--- config.mk ---
export PLATFORM = sky130hd
export DESIGN_NAME = sdram_arbiter_flat
export DESIGN_NICKNAME = d
export VERILOG_FILES = /design/src/rtl/sdram_arbiter_if.sv /design/src/rtl/sdram_arbiter.sv /design/src/flat_wrapper.sv
export SDC_FILE = /design/constraint.sdc
export NUM_CORES = 1
export LEC_CHECK = 0
export BUFFER_PORTS_ARGS = -buffer_cell sky130_fd_sc_hd__buf_2
export CAP_MARGIN = 0
export CORE_AREA = 4 4 140 142
export CTS_CLUSTER_DIAMETER = 150
export DETAILED_ROUTE_END_ITERATION = 16
export DIE_AREA = 0 0 144 146
export SKIP_LAST_GASP = 1
export SYNTH_ARGS = -nofsm -noshare
export SYNTH_HDL_FRONTEND = slang
export SYNTH_SLANG_ARGS = --single-unit
--- constraint.sdc ---
create_clock -name i_clk -period 6.1 [get_ports i_clk]
set_clock_uncertainty 0.2 [all_clocks]
set_input_delay 1.22 -clock i_clk [delete_from_list [all_inputs] [get_ports i_clk]]
set_output_delay 1.22 -clock i_clk [all_outputs]
set_load 0.02 [all_outputs]
--- src/rtl/sdram_arbiter_if.sv ---
// ============================================================================
// Module   : sdram_arbiter_if
// Purpose  : Requester-side and SDRAM-side bus bundle for sdram_arbiter.
// Revision : 1.0 - initial release
// ============================================================================
`default_nettype none

interface sdram_arbiter_if #(
  parameter int NPORT = 4
);
  // Requester side: one command slot per port, shared read-data return.
  logic [NPORT-1:0]             req_read;
  logic [NPORT-1:0]             req_write;
  logic [NPORT-1:0][22:0]       req_addr;
  logic [NPORT-1:0][31:0]       req_writedata;
  logic [31:0]                  req_readdata;
  logic [NPORT-1:0]             req_finished;
  logic [NPORT-1:0]             req_error;

  // SDRAM bus side: one command in flight at a time.
  logic                         sdram_read;
  logic                         sdram_write;
  logic [22:0]                  sdram_addr;
  logic [31:0]                  sdram_writedata;
  logic [31:0]                  sdram_readdata;
  logic                         sdram_finished;

  // Arbiter view.
  modport slave (
    input  req_read, req_write, req_addr, req_writedata,
    output req_readdata, req_finished, req_error,
    output sdram_read, sdram_write, sdram_addr, sdram_writedata,
    input  sdram_readdata, sdram_finished
  );

  // Requester / SDRAM model view.
  modport master (
    output req_read, req_write, req_addr, req_writedata,
    input  req_readdata, req_finished, req_error,
    input  sdram_read, sdram_write, sdram_addr, sdram_writedata,
    output sdram_readdata, sdram_finished
  );
endinterface

`default_nettype wire

--- src/rtl/sdram_arbiter.sv ---
// ============================================================================
// Module   : sdram_arbiter
// Purpose  : Round-robin arbiter granting one of NPORT requesters access to a
//            single SDRAM command bus, with per-transaction timeout.
// Revision : 1.0 - initial release
// ============================================================================
`default_nettype none

module sdram_arbiter #(
  parameter int NPORT   = 4,
  parameter int TIMEOUT = 4096
) (
  input  wire                        i_clk,
  input  wire                        i_rst,
  input  wire  [NPORT-1:0]           port_enable,
  sdram_arbiter_if.slave             bus,
  output logic                       busy,
  output logic [$clog2(NPORT)-1:0]   grant_id
);

  localparam int PW = $clog2(NPORT);
  localparam int CW = (TIMEOUT > 2) ? $clog2(TIMEOUT) : 1;
  localparam logic [CW-1:0] TO_TERM = CW'(TIMEOUT - 1);

  typedef enum logic [1:0] {
    S_IDLE = 2'd0,
    S_BUSY = 2'd1,
    S_DONE = 2'd2
  } state_t;

  state_t            state_q, state_d;
  logic [PW-1:0]     grant_q, grant_d;
  logic [PW-1:0]     last_grant_q, last_grant_d;
  logic              sdram_read_q, sdram_read_d;
  logic              sdram_write_q, sdram_write_d;
  logic [22:0]       addr_q, addr_d;
  logic [31:0]       wdata_q, wdata_d;
  logic [31:0]       rdata_q, rdata_d;
  logic [NPORT-1:0]  finished_q, finished_d;
  logic [NPORT-1:0]  error_q, error_d;
  logic [CW-1:0]     timeout_q, timeout_d;

  logic [NPORT-1:0]  req_vec;
  logic              pick_valid;
  logic [PW-1:0]     pick_idx;
  logic [PW-1:0]     cand;

  assign req_vec = port_enable & (bus.req_read | bus.req_write);

  // Round-robin search: first requesting port after the last one served.
  always_comb begin
    pick_valid = 1'b0;
    pick_idx   = '0;
    cand       = '0;
    for (int k = 0; k < NPORT; k++) begin
      cand = last_grant_q + PW'(k + 1);
      if (!pick_valid && req_vec[cand]) begin
        pick_valid = 1'b1;
        pick_idx   = cand;
      end
    end
  end

  always_comb begin
    state_d       = state_q;
    grant_d       = grant_q;
    last_grant_d  = last_grant_q;
    sdram_read_d  = sdram_read_q;
    sdram_write_d = sdram_write_q;
    addr_d        = addr_q;
    wdata_d       = wdata_q;
    rdata_d       = rdata_q;
    finished_d    = '0;
    error_d       = '0;
    timeout_d     = timeout_q;

    case (state_q)
      S_IDLE: begin
        if (pick_valid) begin
          state_d       = S_BUSY;
          grant_d       = pick_idx;
          addr_d        = bus.req_addr[pick_idx];
          wdata_d       = bus.req_writedata[pick_idx];
          // A port raising both read and write is served as a write.
          sdram_write_d = bus.req_write[pick_idx];
          sdram_read_d  = !bus.req_write[pick_idx];
          timeout_d     = '0;
        end
      end

      S_BUSY: begin
        if (bus.sdram_finished || (timeout_q == TO_TERM)) begin
          state_d              = S_DONE;
          sdram_read_d         = 1'b0;
          sdram_write_d        = 1'b0;
          addr_d               = '0;
          wdata_d              = '0;
          last_grant_d         = grant_q;
          finished_d[grant_q]  = 1'b1;
          if (bus.sdram_finished) begin
            if (sdram_read_q) begin
              rdata_d = bus.sdram_readdata;
            end
          end else begin
            error_d[grant_q] = 1'b1;
          end
        end else begin
          timeout_d = timeout_q + CW'(1);
        end
      end

      S_DONE: begin
        state_d = S_IDLE;
      end

      default: begin
        state_d = S_IDLE;
      end
    endcase
  end

  always_ff @(posedge i_clk or posedge i_rst) begin
    if (i_rst) begin
      state_q       <= S_IDLE;
      grant_q       <= '0;
      last_grant_q  <= PW'(NPORT - 1);
      sdram_read_q  <= 1'b0;
      sdram_write_q <= 1'b0;
      addr_q        <= '0;
      wdata_q       <= '0;
      rdata_q       <= '0;
      finished_q    <= '0;
      error_q       <= '0;
      timeout_q     <= '0;
    end else begin
      state_q       <= state_d;
      grant_q       <= grant_d;
      last_grant_q  <= last_grant_d;
      sdram_read_q  <= sdram_read_d;
      sdram_write_q <= sdram_write_d;
      addr_q        <= addr_d;
      wdata_q       <= wdata_d;
      rdata_q       <= rdata_d;
      finished_q    <= finished_d;
      error_q       <= error_d;
      timeout_q     <= timeout_d;
    end
  end

  assign bus.sdram_read      = sdram_read_q;
  assign bus.sdram_write     = sdram_write_q;
  assign bus.sdram_addr      = addr_q;
  assign bus.sdram_writedata = wdata_q;
  assign bus.req_readdata    = rdata_q;
  assign bus.req_finished    = finished_q;
  assign bus.req_error       = error_q;
  assign busy                = (state_q != S_IDLE);
  assign grant_id            = grant_q;

`ifndef SYNTHESIS
  a_cmd_exclusive : assert property (@(posedge i_clk) disable iff (i_rst)
    !(bus.sdram_read && bus.sdram_write));
  a_finish_onehot : assert property (@(posedge i_clk) disable iff (i_rst)
    $onehot0(bus.req_finished));
`endif

endmodule

`default_nettype wire
--- src/flat_wrapper.sv ---
// flat-port wrapper written by rule: the top's interface ports become plain ports
module sdram_arbiter_flat 
#(
  parameter int NPORT   = 4,
  parameter int TIMEOUT = 4096
)
  (i_clk, i_rst, port_enable, busy, grant_id, bus_req_read, bus_req_write, bus_req_addr, bus_req_writedata, bus_req_readdata, bus_req_finished, bus_req_error, bus_sdram_read, bus_sdram_write, bus_sdram_addr, bus_sdram_writedata, bus_sdram_readdata, bus_sdram_finished);
  sdram_arbiter_if #(.NPORT(NPORT)) bus_i ();
  input  wire i_clk;
  input  wire i_rst;
  input  wire  [NPORT-1:0] port_enable;
  output logic busy;
  output logic [$clog2(NPORT)-1:0] grant_id;
  input wire logic [$bits(bus_i.req_read)-1:0] bus_req_read;
  input wire logic [$bits(bus_i.req_write)-1:0] bus_req_write;
  input wire logic [$bits(bus_i.req_addr)-1:0] bus_req_addr;
  input wire logic [$bits(bus_i.req_writedata)-1:0] bus_req_writedata;
  output wire logic [$bits(bus_i.req_readdata)-1:0] bus_req_readdata;
  output wire logic [$bits(bus_i.req_finished)-1:0] bus_req_finished;
  output wire logic [$bits(bus_i.req_error)-1:0] bus_req_error;
  output wire logic [$bits(bus_i.sdram_read)-1:0] bus_sdram_read;
  output wire logic [$bits(bus_i.sdram_write)-1:0] bus_sdram_write;
  output wire logic [$bits(bus_i.sdram_addr)-1:0] bus_sdram_addr;
  output wire logic [$bits(bus_i.sdram_writedata)-1:0] bus_sdram_writedata;
  input wire logic [$bits(bus_i.sdram_readdata)-1:0] bus_sdram_readdata;
  input wire logic [$bits(bus_i.sdram_finished)-1:0] bus_sdram_finished;
  assign bus_i.req_read = bus_req_read;
  assign bus_i.req_write = bus_req_write;
  assign bus_i.req_addr = bus_req_addr;
  assign bus_i.req_writedata = bus_req_writedata;
  assign bus_req_readdata = bus_i.req_readdata;
  assign bus_req_finished = bus_i.req_finished;
  assign bus_req_error = bus_i.req_error;
  assign bus_sdram_read = bus_i.sdram_read;
  assign bus_sdram_write = bus_i.sdram_write;
  assign bus_sdram_addr = bus_i.sdram_addr;
  assign bus_sdram_writedata = bus_i.sdram_writedata;
  assign bus_i.sdram_readdata = bus_sdram_readdata;
  assign bus_i.sdram_finished = bus_sdram_finished;
  sdram_arbiter #(.NPORT(NPORT), .TIMEOUT(TIMEOUT)) u_core (.i_clk(i_clk), .i_rst(i_rst), .port_enable(port_enable), .bus(bus_i), .busy(busy), .grant_id(grant_id));
endmodule
Yosys cells after proc, flatten, opt, wreduce, memory -nomap -nowiden

Cells that the tools add are included.

Add/subtract/negate cells: 4
$lt $le $gt $ge: 7
Reduce and logical (&&, ||, !) cells: 18
Multiplexer cells: 46
Equality and inequality tests: 5
Bitwise logic cells: 2

Operators by type and width:

| kind                                                       | count |
|---|---|
| 2-to-1 mux 32 bit                                          | 3 |
| 2-to-1 mux 23 bit                                          | 3 |
| binary-select mux 32 bit (select 2 bit)                    | 1 |
| case mux 32 bit (2 select lines)                           | 1 |
| binary-select mux 23 bit (select 2 bit)                    | 1 |
| case mux 23 bit (2 select lines)                           | 1 |
| 2-to-1 mux 12 bit                                          | 2 |
| case mux 12 bit (2 select lines)                           | 1 |
| 2-to-1 mux 4 bit                                           | 5 |
| less-than comparator 2 x 3 -> 1 bit, second input constant | 6 |
| 2-to-1 mux 1 bit                                           | 13 |
| adder 12 x 1 -> 12 bit, second input constant              | 1 |
| == test 12 bit, second input constant                      | 1 |
| 2-to-1 mux 2 bit                                           | 6 |
| binary-select mux 1 bit (select 2 bit)                     | 5 |
| AND reduction 2 bit                                        | 3 |
| AND reduction 3 bit                                        | 2 |
| adder 2 bit, second input constant                         | 2 |
| bitwise AND 4 bit                                          | 1 |
| logical AND 1 bit                                          | 4 |
| zero test 1 bit                                            | 4 |
| != test 2 x 1 -> 1 bit, second input constant              | 2 |
| bitwise OR 4 bit                                           | 1 |
| case mux 1 bit (2 select lines)                            | 2 |
| other kinds (10)                                           | 11 |

Flip-flop bits (word level): 115
Input port bits: 267
Word-level logic and storage cells: 93

Depth between registers and ports, before layout

Gate-level depths: netlist of run 1.

Depth after elaboration: 19
Gate-level depth with buffers: 7

Worst setup path before layout of run 1

Ideal clock, no wire load.

Path type: input to register
Start point: in bus_req_read[2]
End point: reg u_core.addr_q[10] (netlist: u_core.bus.sdram_addr[10])
Buffers on the path: 2
Library setup time: 0.142 ns
Slack: 3.411 ns
Stages: 7
Arrival time: 2.346 ns
Data required time: 5.758 ns
Cells stage by stage: o21ai_1 > o211ai_1 > nand3_1 > buf_4 > buf_4 > mux2i_1 > o221ai_1

Longest elaborated chain between the ends: 18

RTL lines:

| what                                    | RTL line             | source |
|---|---|---|
| start, declared                         | flat_wrapper.sv:14   | `input wire logic [$bits(bus_i.req_read)-1:0] bus_req_read;` |
| bitwise OR 4 bit *                      | sdram_arbiter.sv:48  | `assign req_vec = port_enable & (bus.req_read \| bus.req_write);` |
| bitwise AND 4 bit *                     | sdram_arbiter.sv:48  |  |
| binary-select mux 1 bit (select 2 bit)  | sdram_arbiter.sv:57  | `if (!pick_valid && req_vec[cand]) begin` |
| 2-to-1 mux 1 bit (not written as such)  | sdram_arbiter.sv:57  |  |
| 2-to-1 mux 1 bit                        | sdram_arbiter.sv:57  |  |
| zero test 1 bit                         | sdram_arbiter.sv:57  |  |
| logical AND 1 bit                       | sdram_arbiter.sv:57  |  |
| 2-to-1 mux 1 bit                        | sdram_arbiter.sv:57  |  |
| (+2 left out)                           | -                    |  |
| 2-to-1 mux 1 bit                        | sdram_arbiter.sv:57  |  |
| zero test 1 bit                         | sdram_arbiter.sv:57  |  |
| logical AND 1 bit                       | sdram_arbiter.sv:57  |  |
| 2-to-1 mux 2 bit                        | sdram_arbiter.sv:57  |  |
| binary-select mux 23 bit (select 2 bit) | sdram_arbiter.sv:82  | `addr_d = bus.req_addr[pick_idx];` |
| 2-to-1 mux 23 bit (not written as such) | sdram_arbiter.sv:82  |  |
| 2-to-1 mux 23 bit                       | sdram_arbiter.sv:79  | `if (pick_valid) begin` |
| case mux 23 bit (2 select lines)        | sdram_arbiter.sv:77  | `case (state_q)` |
| end signal, assigned                    | sdram_arbiter.sv:141 | `addr_q <= addr_d;` |
| end, declared                           | sdram_arbiter.sv:36  | `logic [22:0] addr_q, addr_d;` |

Mark *: on every way between the ends. The rest lies on a longest branch, timed or not. The select of a mux whose other input is x is not followed.
A chain may end at the register's enable or synchronous reset.

Worst setup path after layout of run 1

Start point: in bus_req_write[3]
End point: reg u_core.sdram_read_q (netlist: u_core.bus.sdram_read)

Longest elaborated chain between the ends: 19

RTL lines:

| what                                   | RTL line             | source |
|---|---|---|
| start, declared                        | flat_wrapper.sv:15   | `input wire logic [$bits(bus_i.req_write)-1:0] bus_req_write;` |
| bitwise OR 4 bit                       | sdram_arbiter.sv:48  |  |
| bitwise AND 4 bit                      | sdram_arbiter.sv:48  |  |
| binary-select mux 1 bit (select 2 bit) | sdram_arbiter.sv:57  |  |
| 2-to-1 mux 1 bit (not written as such) | sdram_arbiter.sv:57  |  |
| 2-to-1 mux 1 bit                       | sdram_arbiter.sv:57  |  |
| zero test 1 bit                        | sdram_arbiter.sv:57  |  |
| logical AND 1 bit                      | sdram_arbiter.sv:57  |  |
| 2-to-1 mux 1 bit                       | sdram_arbiter.sv:57  |  |
| (+3 left out)                          | -                    |  |
| zero test 1 bit                        | sdram_arbiter.sv:57  |  |
| logical AND 1 bit                      | sdram_arbiter.sv:57  |  |
| 2-to-1 mux 2 bit                       | sdram_arbiter.sv:57  |  |
| binary-select mux 1 bit (select 2 bit) | sdram_arbiter.sv:86  | `sdram_read_d = !bus.req_write[pick_idx];` |
| 2-to-1 mux 1 bit (not written as such) | sdram_arbiter.sv:86  |  |
| zero test 1 bit                        | sdram_arbiter.sv:86  |  |
| 2-to-1 mux 1 bit                       | sdram_arbiter.sv:79  |  |
| case mux 1 bit (2 select lines)        | sdram_arbiter.sv:77  |  |
| end signal, assigned                   | sdram_arbiter.sv:139 | `sdram_read_q <= sdram_read_d;` |
| end, declared                          | sdram_arbiter.sv:34  | `logic sdram_read_q, sdram_read_d;` |

Parallel ways exist; a longest one is shown, timed or not. The select of a mux whose other input is x is not followed.

==> results of run 1 <==
layer usage:
metal / part of all wire / wire [microns] / vias to the layer above
met4: 0.018 / 354 / 0
met5: 0 / 0 / -
met3: 0.079 / 1570 / 26
li1: - / - / 2691
met1: 0.39 / 7760 / 2618
met2: 0.51 / 10200 / 246
power by group through the flow:
stage | clock, mW | combinational [mW] | sequential, mW
floorplan | 0 | 0.947 | 1.59
global placement | 0 | 1.91 | 1.25
detailed placement | 0 | 1.93 | 1.25
CTS | 0.917 | 1.93 | 1.24
global route | 0.954 | 2.06 | 1.28
finish | 0.893 | 1.89 | 1.24
sequential cells by signal, indices dropped and copies added (netlist names):
signal / flops
u_core.state_q: 2
u_core.timeout_q: 12
u_core.bus.sdram_addr: 23
u_core.bus.req_readdata: 32
u_core.bus.sdram_write: 1
u_core.grant_id: 2
u_core.last_grant_q: 2
u_core.bus.sdram_writedata: 32
u_core.bus.req_error: 4
u_core.bus.req_finished: 4
u_core.bus.sdram_read: 1
final timing paths:
path / startpoint / to / cells past startpoint
min in group asynchronous: i_rst / u_core.bus.req_readdata[6] / 2
min: u_core.last_grant_q[0] / u_core.last_grant_q[0] / 2
max in group asynchronous: i_rst / u_core.bus.req_readdata[0] / 3
max: bus_req_write[3] / u_core.bus.sdram_read / 7
max reg2reg: u_core.timeout_q[0] / u_core.bus.sdram_read / 7
min reg2reg: u_core.last_grant_q[0] / u_core.last_grant_q[0] / 2
cell usage in the layout, fill, tap and decap left out, types with 4 or more instances in the layout:
cell type,count
nand3_1,63
clkbuf_16,17
buf_2,366
mux2_2,32
buf_4,8
o21ai_1,4
mux2i_1,113
nand2_1,20
clkinvlp_4,5
nor2_1,15
o221ai_1,56
dfrtp_1,113
xnor2_1,9
nor3_1,7
cell type report:
cell class / instances / area [sq um]
clock inverter: 11 / 82.6
fill: 1766 / 9910
clock buffer: 21 / 450
timing repair buffer: 375 / 1910
tap: 234 / 293
sequential: 115 / 2880
inverter: 6 / 25.0
multi-input combinational: 360 / 2900
worst min-delay path: cells and delay by family (launching register included):
family           cells  cell delay [ns]
DFF                  1             0.38
and+or+nand+nor      2             0.10
synth_stat cells (2+ instances only):
master,instances
dfrtp_1,113
mux2i_1,113
nand3_1,64
o221ai_1,56
mux2_2,32
nand2_1,21
buf_2,17
clkbuf_1,15
nor2_1,15
buf_4,10
xnor2_1,9
nor3_1,7
o21ai_1,5
inv_1,4
nand2b_1,3
nor4_1,3
o21ai_0,3
a21oi_1,2
and2_1,2
and3_1,2
dfstp_2,2
inv_2,2
nor3b_1,2
o211ai_1,2
o21ai_2,2
or3_1,2
cells by family after synthesis:
group                    after synthesis  share of synthesized area
AND/OR/NAND/NOR                      131                      0.114
AO/OA/AOI/OAI                         74                      0.101
XOR/XNOR                               9                     0.0132
buffers and inverters                 48                     0.0399
flip-flops                           115                      0.481
multiplexers                         145                      0.249
adder cells (fa/ha/maj)                1                    0.00209
metrics by stage:
stage / hold slack (ns) / instance area, sq um / power, mW
CTS: 0.286 / 8550 / 4.09
global placement: 0.267 / 8010 / 3.16
detailed placement: 0.276 / 8010 / 3.18
global route: 0.309 / 8550 / 4.29
floorplan: 0.251 / 5990 / 2.54
finish: 0.286 / 8550 / 4.03
==> results.ini, run 1 <==
[outcome]
outcome = finished clean

[worst_setup_path]
arrival_ns = 3.53
crit_fanout = 46
worstPathCellList = buf_2 > o21ai_2 > a2bb2oi_1 > nand3_4 > buf_4 > mux2i_1 > a221o_1
cpMaxStageDelayCell = nand3_4
crit_buf_inv = 2
start_kind = primary input
crit_type = primary input to flip-flop
critPathRequiredTime_ns = 6.19
max_stage_delay_ns = 0.70
cp-end-kind = flip-flop
reg2reg_slack_ns = 3.11
cpLargestDelayFamily = compound AO/OA/AOI/OAI gates

[drt]
avgRoutedWirePerCell_microns = 17.7
vias = 5581
drt_iter0_drc = 260
via_per_inst = 4.97
routed_wirelength_microns = 19900
ant_nets = 0
drt-pass1-iter-count = 4
route.detailed.drc = 0

[clocking]
clk_path_buf_depth = 2
clk_latency_ns = 0.41
post_cts_buffers = 0
cts-buffers-inserted = 17
path_clk_slew_ns = 0.05
clock-sinks = 115
cts-resized-gates = 0
cts_root_buffer = clkbuf_16
tritoncts = built
htree_levels = 4
cts_hold_buf = 0

[placement]
hpwl_microns = 14700
dpl.cell_count = 1090
io_buffers = 366
globalplace.congestion = 0.789
place_ws_ns = 2.18

[synthesis]
ys_types = 41
synth_cells = 523
ys_ff_latch = 115
yosysSeqAreaShare = 0.481
yosysWarnings = 0
synth.avg_cell_area_sq_um = 11.4
syn_nets = 791
ys.flop_type = dfrtp_1
synth_edf_count = 0
synth.top_cells.by_area = dfrtp_1 (47%), mux2i_1 (19%), o221ai_1 (8.2%)
synthArstFlopShare = 1.00
synth_top_area_frac = 0.472
synth_area_sq_um = 5990
yosys.area.top_type = dfrtp_1

[sta]
hold_violations = 0
grt_setup_unrepaired = no
slew_headroom = 0.335
tns_ns = 0
setup_slack_ns = 2.66
period_needed_ns = 3.44
finalCritPeriodShare = 0.563
report.final.slew_viol_count = 0
fmax_mhz = 291
setup_viol = 0
worst_pin_slew_ns = 0.994

[die]
num_rows = 50
die-area_sq_um = 21000
coreArea_sq_um = 18500
die_y_microns = 146
die_w_microns = 144
start_util = 0.324
ios = 367

[pwr]
p_sw_mw = 1.67
ir_drop_uv = 191
power.density_nw_per_um2 = 471
power_frac_clock = 0.222
combPwrFrac = 0.470
p_sw_frac = 0.416
seqPwrFrac = 0.308
power.internal_mw = 2.35
power_leakage_nw = 4.50

[global_routing]
antenna_found_initial = 0
grt_usage = 0.184
grt_pass1_vias = 5783
grt_max_degree = 75
met3_usage = 0.0450
use_met1 = 0.219
grt_overflow = 0
busiest_layer = met2
grt_pass1_wl_microns = 30500
gr-usage-met2 = 0.322

[hold_path]
hp-class = flip-flop to flip-flop

[finish]
diodes = 0
fin_util = 0.463
areaGrowthSynthToFinish_pct = 42.7
drive_gt1_frac = 0.508
final-instance-count-excl-fill = 1122
layout.nets = 1143

[run]
drv_cap = 0

(Power assumes the default switching activity.)
==> inputs of run 2 (changes only) <==
--- a/config.mk
+++ b/config.mk
@@ -5,12 +5,14 @@
 export SDC_FILE = /design/constraint.sdc
 export NUM_CORES = 1
 export LEC_CHECK = 0
+export ABC_AREA = 1
 export BUFFER_PORTS_ARGS = -buffer_cell sky130_fd_sc_hd__buf_2
 export CAP_MARGIN = 0
-export CORE_AREA = 4 4 140 142
+export CORE_AREA = 4 4 139 141
 export CTS_CLUSTER_DIAMETER = 150
 export DETAILED_ROUTE_END_ITERATION = 16
-export DIE_AREA = 0 0 144 146
+export DIE_AREA = 0 0 143 145
+export PLACE_DENSITY = 0.7
 export SKIP_LAST_GASP = 1
 export SYNTH_ARGS = -nofsm -noshare
 export SYNTH_HDL_FRONTEND = slang
==> constraint.sdc (replaced) <==
create_clock -name i_clk -period 3.6 [get_ports i_clk]
set_clock_uncertainty 0.2 [all_clocks]
set_input_delay 0.72 -clock i_clk [delete_from_list [all_inputs] [get_ports i_clk]]
set_output_delay 0.72 -clock i_clk [all_outputs]
set_load 0.02 [all_outputs]
==> results.ini, run 2 <==
[synthesis]
yosysWarnings = 0  ; unchanged
synth_top_area_frac = 0.411  ; -0.0608
synth_area_sq_um = 6870  ; +15%
synthArstFlopShare = 1.00  ; unchanged
ys_ff_latch = 115  ; unchanged
synth_cells = 905  ; +73%
synth.avg_cell_area_sq_um = 7.59  ; -34%
synth_edf_count = 0  ; unchanged
ys.flop_type = dfrtp_1
yosysMostFrequentCell = nand2_1
synth_common_cells = nand2_1 (274), nand3_1 (200), nand4_1 (117)
yosysSeqAreaShare = 0.419  ; -0.0619
ys_types = 26  ; -37%
synth.top_cells.by_area = dfrtp_1 (41%), nand2_1 (15%), nand3_1 (15%)
yosys.area.top_type = dfrtp_1
syn_nets = 1173  ; +48%

[sta]
period_needed_ns = 2.99
worst_pin_slew_ns = 0.891  ; -0.103 ns
hold_ws_ns = 0.273  ; -0.0133 ns
setup_viol = 0  ; unchanged
hold_violations = 0  ; unchanged
fmax_mhz = 334
slew_headroom = 0.405  ; +0.0705
finalCritPeriodShare = 0.831
grt_setup_unrepaired = no
setup_slack_ns = 0.607  ; -2.06 ns
report.final.slew_viol_count = 0  ; unchanged
tns_ns = 0  ; unchanged

[clocking]
tritoncts = built
clk_path_buf_depth = 2  ; unchanged
htree_levels = 4  ; unchanged
clk_latency_ns = 0.41  ; about the same
cts-buffers-inserted = 17  ; unchanged
clock-sinks = 115  ; unchanged
cts-resized-gates = 0  ; unchanged
path_clk_slew_ns = 0.06  ; about the same
cts_root_buffer = clkbuf_16
post_cts_buffers = 0  ; unchanged
cts_hold_buf = 0  ; unchanged

[finish]
layout.cells.most_common = buf_2
multi_input_area_sq_um = 3500  ; +21%
fill_cells = 1743  ; -1.3%
drive_gt1_frac = 0.373  ; -0.135
seq_area_sq_um = 2880  ; unchanged
layout_common_cells = buf_2 (366), nand2_1 (274), nand3_1 (200)
layout.nets = 1496  ; +31%
areaGrowthSynthToFinish_pct = 37.2

[drt]
avgRoutedWirePerCell_microns = 18.0  ; +1.6%
route.detailed.drc = 0  ; unchanged
vias = 7897  ; +41%
drt_iter0_drc = 535  ; +110%
routed_wirelength_microns = 26500  ; +33%
ant_nets = 0  ; unchanged
drt-pass1-iter-count = 6  ; +2
via_per_inst = 5.36  ; +7.7%

[worst_setup_path]
start_kind = flip-flop
cpMaxStageDelayCell = dfstp_2
crit_type = flip-flop to flip-flop
arrival_ns = 3.09  ; -0.44 ns
reg2reg_slack_ns = 0.61  ; -2.50 ns
cp-end-kind = flip-flop
critPathRequiredTime_ns = 3.70  ; -2.49 ns
worstPathCellList = inv_2 > nand3_1 > nand3_1 > nand2_2 > and2_1 > nand4_1 > nand2_2 > buf_4 > nand3_1 > nand3_1 > nand2_1
max_stage_delay_ns = 0.74  ; +0.04 ns
cpLargestDelayFamily = simple AND/OR/NAND/NOR gates
crit_fanout = 58  ; +26%
crit_top_cell = nand3_1
crit_buf_inv = 2  ; unchanged

[die]
start_util = 0.383  ; +0.0581
num_rows = 49  ; -2.0%
coreArea_sq_um = 18000  ; -2.7%
die_y_microns = 145  ; -0.68%
ios = 367  ; unchanged
die_w_microns = 143  ; -0.69%
die-area_sq_um = 20700  ; -1.4%

[placement]
globalplace.congestion = 0.865  ; +9.5%
place_ws_ns = 0.541  ; -1.64 ns
hpwl_microns = 19700  ; +34%
io_buffers = 366  ; unchanged

[outcome]
outcome = finished clean

[global_routing]
grt_usage = 0.245  ; +0.0608
antenna_found_initial = 7  ; +7
grt_pass1_wl_microns = 40600  ; +33%
grt_overflow = 0  ; unchanged
grt_max_degree = 81  ; +8.0%
grt_pass1_vias = 7544  ; +30%

[run]
drv_cap = 0  ; unchanged

[pwr]
ir_drop_uv = 722  ; +280%
power.density_nw_per_um2 = 1200  ; +150%
power_leakage_nw = 5.08  ; +13%

[hold_path]
hp-class = flip-flop to flip-flop

==> run 2: changes by cell type after synthesis, sizes merged, moves of 6 or more <==
cell / before / now
buf: 27 / 53
nand2: 21 / 278
clkbuf: 15 / 25
inv: 6 / 33
xor2: 0 / 6
nand4: 1 / 118
o221ai: 56 / 0
mux2i: 113 / 0
xnor2: 9 / 1
nand3: 64 / 202
==> run 2: worst min-delay path: stages (launching register included) <==
cell and delay [ns]:
dfrtp_1 0.34, nand2_1 0.05, nand2_1 0.05
==> run 2: metal layers <==
metal | up-vias | global-route usage | share of wire
met5 | - | 0 | 0.0021
met4 | 10 | 0.0642 | 0.020
met3 | 49 | 0.0806 | 0.10
met2 | 396 | 0.396 | 0.48
met1 | 3659 | 0.316 | 0.40
li1 | 3783 | - | -
==> run 2: kinds of logic (layout without fill, tap and decap cells) <==
kind of cell / count (synthesis) / in the layout / share of synthesized area
buf+inv: 111 / 447 / 0.0746
xor+xnor: 7 / 7 / 0.0117
fa+ha+maj: 1 / 1 / 0.00182
mux: 34 / 34 / 0.0557
other cells: 0 / 4 / 0
flops: 115 / 115 / 0.419
compound gates: 12 / 12 / 0.00874
simple gates: 625 / 625 / 0.428
==> run 2: area by class of cell <==
cell class | instances | area share
multi-input combinational | 679 | 0.372
clock buffer | 19 | 0.0470
antenna | 4 | 0.00106
inverter | 33 | 0.0135
timing repair buffer | 382 | 0.218
sequential | 115 | 0.305
clock inverter | 13 | 0.0134
tap | 229 | 0.0304
==> run 2: report_power, final <==
group | leakage (nW) | internal [mW] | total [mW] | switching [mW]
registers | 1.45 | 1.88 | 2.22 | 0.332
logic | 3.35 | 2.46 | 7.45 | 4.99
clock network | 0.279 | 0.977 | 1.60 | 0.628
==> run 2: final timing paths <==
kind | from | end | depth (start not counted)
min | u_core.bus.sdram_addr[2] | u_core.bus.sdram_addr[2] | 2
min in group asynchronous | i_rst | u_core.bus.req_readdata[24] | 2
max reg2reg | u_core.last_grant_q[0] | u_core.bus.sdram_writedata[30] | 11
max | u_core.last_grant_q[0] | u_core.bus.sdram_writedata[30] | 11
min reg2reg | u_core.bus.sdram_addr[2] | u_core.bus.sdram_addr[2] | 2
max in group asynchronous | i_rst | u_core.last_grant_q[0] | 3
==> run 2: metrics by stage <==
stage / power (mW) / std cells / util / instance area, sq um
6_report: 11.3 / 1474 / 0.525 / 9430
5_1_grt: 12.2 / 1472 / 0.525 / 9430
4_1_cts: 11.3 / 1470 / 0.524 / 9420
3_5_place_dp: 9.67 / 1438 / 0.493 / 8850
3_3_place_gp: 9.57 / 1438 / 0.493 / 8850
2_1_floorplan: 7.64 / 905 / - / 6880
